## src/rtl/dds_phase_gen.sv

```systemverilog
// dds_phase_gen: DDS phase accumulator with a serial shift-add tuning-word converter.
module dds_phase_gen #(
  parameter logic [13:0] K_SCALE    = 14'd10995,
  parameter int unsigned RESET_FREQ = 100000
) (
  input  logic        clk,
  input  logic        rst,
  input  logic [19:0] freq_in,
  input  logic        en,
  input  logic        phase_clr,
  output logic [11:0] phase_out,
  output logic        wrap,
  output logic [31:0] tuning_word,
  output logic        busy,
  output logic        tw_update
);
  typedef enum logic [1:0] {IDLE, CALC, LOAD} state_t;
  localparam logic [33:0] RESET_PROD = 34'(RESET_FREQ) * 34'(K_SCALE);
  localparam logic [31:0] RESET_TW   = 32'(RESET_PROD >> 8);
  state_t      state_q, state_d;
  logic [19:0] freq_q, freq_d;
  logic [33:0] acc_q, acc_d;
  logic [4:0]  cnt_q, cnt_d;
  logic [31:0] tw_q, tw_d;
  logic [31:0] phase_q;
  logic        wrap_q;
  logic        start;
  logic [32:0] sum;
  always_ff @(posedge clk) begin
    if (rst) begin
      state_q <= IDLE;
      freq_q  <= 20'(RESET_FREQ);
      acc_q   <= '0;
      cnt_q   <= '0;
      tw_q    <= RESET_TW;
    end else begin
      state_q <= state_d;
      freq_q  <= freq_d;
      acc_q   <= acc_d;
      cnt_q   <= cnt_d;
      tw_q    <= tw_d;
    end
  end
  always_comb begin
    state_d = (state_q == IDLE) ? ((freq_in != freq_q) ? CALC : IDLE) :
              (state_q == CALC) ? ((cnt_q == 5'd19) ? LOAD : CALC) : IDLE;
  end
  // One multiplier bit per CALC cycle, LSB first
  always_comb begin
    start = (state_q == IDLE) && (freq_in != freq_q);
    freq_d = start ? freq_in : freq_q;
    acc_d = start ? '0 :
            ((state_q == CALC) && freq_q[cnt_q]) ? acc_q + (34'(K_SCALE) << cnt_q) : acc_q;
    cnt_d = start ? '0 : (state_q == CALC) ? cnt_q + 5'd1 : cnt_q;
    tw_d = (state_q == LOAD) ? 32'(acc_q >> 8) : tw_q;
  end
  always_comb begin
    busy      = state_q != IDLE;
    tw_update = state_q == LOAD;
  end
  assign sum = {1'b0, phase_q} + {1'b0, tw_q};
  always_ff @(posedge clk) begin
    if (rst || phase_clr) begin
      phase_q <= '0;
      wrap_q  <= 1'b0;
    end else if (en) begin
      phase_q <= sum[31:0];
      wrap_q  <= sum[32];
    end else begin
      wrap_q  <= 1'b0;
    end
  end
  assign phase_out   = phase_q[31:20];
  assign wrap        = wrap_q;
  assign tuning_word = tw_q;
endmodule
```

## config.mk

```make
export PLATFORM = sky130hd
export DESIGN_NAME = dds_phase_gen
export DESIGN_NICKNAME = d
export VERILOG_FILES = /design/src/rtl/dds_phase_gen.sv
export SDC_FILE = /design/constraint.sdc
export NUM_CORES = 1
export LEC_CHECK = 0
export BUFFER_PORTS_ARGS = -buffer_cell sky130_fd_sc_hd__buf_2
export CORE_MARGIN = 2
export CORE_UTILIZATION = 40
export DETAILED_ROUTE_END_ITERATION = 16
export GPL_TIMING_DRIVEN = 0
export SKIP_LAST_GASP = 1
export SYNTH_ARGS = -nofsm -noshare
export SYNTH_HDL_FRONTEND = slang
export SYNTH_SLANG_ARGS = --single-unit
export TNS_END_PERCENT = 5
```

## constraint.sdc

```tcl
create_clock -name clk -period 6.5 [get_ports clk]
set_input_delay 1.625 -clock clk [delete_from_list [all_inputs] [get_ports clk]]
set_output_delay 1.625 -clock clk [all_outputs]
set_load 0.03 [all_outputs]
```

==> out/summary.txt <==
Leakage power total -> 0.00428 uW
Avg Vias per Cell -> 5.23
CP Data Required Time -> 6.85 ns
Slew margin rel. -> 0.415
Post-cts gate resize count -> 0
Crit Path Class -> flop to flop
Global-route usage over all layers -> 0.205
Achievable Freq -> 212 MHz
CP Cell Sequence -> buf_2, inv_1, ha_1, clkbuf_1, o21bai_1, o21ai_0, nor2_1, ha_1, a211o_1, a311oi_1, or3_4, o2111ai_1, nand3_2, a31oi_2, a41o_1, a21oi_1, or3_1, a21oi_1
Post-route setup slack -> 1.79 ns
EDFF count, synth -> 0
Synth warn -> 0
Cell variety after synth -> 73
Clk slew on worst S/H paths -> 0.06 ns
R2r setup slk -> 1.79 ns
Synth Area in Simple Gates -> 0.190
Sequential fraction of the synthesis area -> 0.293
Mapped Avg Cell Area -> 8.12 um2
Max-cap viol count -> 0
Post-Synth XOR/XNOR Area -> 0.0759
DR vias -> 7208
Final TNS setup -> 0 ns
CP arrival -> 5.06 ns
Asr flop ratio synth -> 0
Num CTS Buffers -> 17
Synth Area in Compound Gates -> 0.218
Die Ht -> 147 um
Setup Viol. Count Final -> 0
Final Cycle Share -> 0.725
Worst hold slack -> 0.468 ns
DR iter-0 viols -> 368
Post-Syn Area -> 8190 um2
GP Congestion -> 0.935
RSZ-0062 raised after global routing -> no
Placeable Area -> 20200 um2
Hold Vio Cnt, Final -> 0
Worst Hold Class -> flop to flop
Initial Util -> 0.406
R2R depth -> 18
Status -> finished, final reports clean
Crit path launch -> cnt_q[0]
Multi-input logic area -> 5370 um2
Area contributors post-synth -> dfxtp_1, ha_1, nor2_1, a21oi_1, mux2i_1
Inst Count DP -> 1347
Crit-path max cell delay -> 0.51 ns
Skew final -> 0.00878 ns
Layout fillers -> 2086
Grt ovf -> 0
DRT antenna net count -> 0
Gate Count Post-Synth -> 1009
Non-Filler Instances -> 1379
#FFs+latches synth -> 120
Antenna violations before repair -> 0
Synth top area share -> 0.293
Yosys top cell by area -> dfxtp_1
Pre-CTS setup slack -> 1.83 ns
Flip-flop and latch area -> 2400 um2
Die width -> 147 um
PortBufs -> 63
Num Clock Sinks -> 120
Fin crit period -> 4.71 ns
# IOs -> 71
Final #Nets -> 1188
Combinational family with the most area after synthesis -> compound AO/OA/AOI/OAI gates
Pwr Density -> 206 nW/um2
DRC Markers -> 0
CP Launch Type -> flop
Worst-margin pin slew -> 0.877 ns
Post-layout util -> 0.470
Crit path to -> acc_q[33]
Largest net degree at the start of global routing -> 17
Vias in the first global route -> 7013
Htree depth -> 4
Root buffer cell -> clkbuf_16
Worst reg2reg startpoint -> cnt_q[0]
Adder-cell share of the synthesized area -> 0.106
DP HPWL -> 16.5 mm
IR drop worst, VDD -> 0.000179 V
Post-synthesis mux area share -> 0.0635
Worst Path Max Fanout -> 10
Critical Path Sink Type -> flop
Layout cells sized above 1 -> 0.134
First-pass GRT wire length -> 35.7 mm
DRT Pass-1 Iters -> 5
DR WL/cell -> 15.6 um
CTS tree -> done
CTS max path bufs -> 2
Hold-fix buffers, CTS -> 0
Inserted Diodes -> 0
Max Transition Viols Final -> 0
Num rows -> 52
DIE AREA -> 21600 um2
Area Growth Syn to Fin -> 15.7%
Clk_lat worst skew -> 0.43 ns
CP max stage cell -> dfxtp_1
Final wirelength -> 21.6 mm
Postcts setup bufs -> 0
Main synth FF type -> dfxtp_1
Reg2reg end -> acc_q[33]
worst min-delay path by stage:
stage | startpoint | endpoint | slack (ns) | depth (start not counted)
floorplan | phase_q[31] | wrap | 0.43 | 2
global placement | phase_q[31] | wrap | 0.45 | 2
detailed placement | phase_q[31] | wrap | 0.46 | 2
CTS | phase_q[31] | wrap | 0.47 | 2
global route | acc_q[9] | tuning_word[1] | 0.50 | 2
finish | phase_q[31] | wrap | 0.47 | 2
sequential cells by signal, indices dropped and copies added (netlist names):
signal and flops:
cnt_q 5, wrap 1, tuning_word 26, freq_q 20, state_q 2, phase_q 32
acc_q 34
layout by cell type (no fill, tap or decap), types with 8 or more instances in the layout:
master     synthesis  routed
a211o_1            9       9
a21o_1            31      31
a21oi_1           94      94
a22o_1            10      10
and2_1             9       9
buf_1              9       9
buf_2              6      69
buf_4             18      18
clkbuf_1          33      34
clkbuf_16          0      17
dfxtp_1          120     120
ha_1              66      66
inv_1             30      30
mux2i_1           43      43
nand2_1          102     102
nand2b_1          12      12
nand3_1            8       8
nand3b_1          13      13
nand4_1           12      12
nor2_1           127     127
nor2b_1            8       8
nor3_1            16      16
o211ai_1           8       8
o21ai_0           34      34
o22ai_1            8       8
or3_1              8       8
xnor2_1           40      40
xor2_1            31      31
final cells by class:
cell class / instances / area share
Buffer: 66 / 0.0340
Clock buffer: 18 / 0.0453
Clock inverter: 14 / 0.0197
Inverter: 31 / 0.0123
Multi-Input combinational cell: 797 / 0.567
Sequential cell: 120 / 0.253
Tap cell: 270 / 0.0356
Timing Repair Buffer: 63 / 0.0333
synthesized netlist by cell type (6+ instances only):
master	n
nor2_1	127
dfxtp_1	120
nand2_1	102
a21oi_1	94
ha_1	66
mux2i_1	43
xnor2_1	40
o21ai_0	34
clkbuf_1	33
a21o_1	31
xor2_1	31
inv_1	30
buf_4	18
nor3_1	16
nand3b_1	13
nand2b_1	12
nand4_1	12
a22o_1	10
a211o_1	9
and2_1	9
buf_1	9
nand3_1	8
nor2b_1	8
o211ai_1	8
o22ai_1	8
or3_1	8
a31oi_1	7
o21a_1	7
a211oi_1	6
and3_1	6
buf_2	6
cell families (layout without fill, tap and decap cells):
group | count (synthesis) | in the layout
adders and majority gates | 68 | 68
AOI/OAI and AO/OA | 267 | 267
other | 1 | 6
DFF | 120 | 120
buffers and inverters | 97 | 192
and+or+nand+nor | 338 | 338
muxes | 47 | 47
xor gates and xnor gates | 71 | 71
per-stage QoR:
stage	area (um2)	total power (uW)
floorplan	8210	906
finish	9480	1960
global placement	8870	954
detailed placement	8870	956
CTS	9480	1980
global route	9480	2030
worst max-delay path, delay by kind of cell (launching register included):
family | cells | cell delay, ns
buffers and inverters | 3 | 0.82
adders and majority gates | 2 | 0.72
AOI/OAI and AO/OA | 9 | 1.58
DFF | 1 | 0.51
and+or+nand+nor | 4 | 1.00
routing by layer:
layer,vias up,global-route usage,routed length (um)
met3,36,0.0382,812
met2,139,0.356,10300
li1,3729,-,-
met1,3304,0.255,9970
met4,0,0.0707,527
met5,-,0,0
where the power goes:
group,total [uW],internal [uW],switching [uW]
combinational,175,71.6,104
clock,1020,613,405
sequential,764,750,13.8
Power figures use the tool's default switching activity.
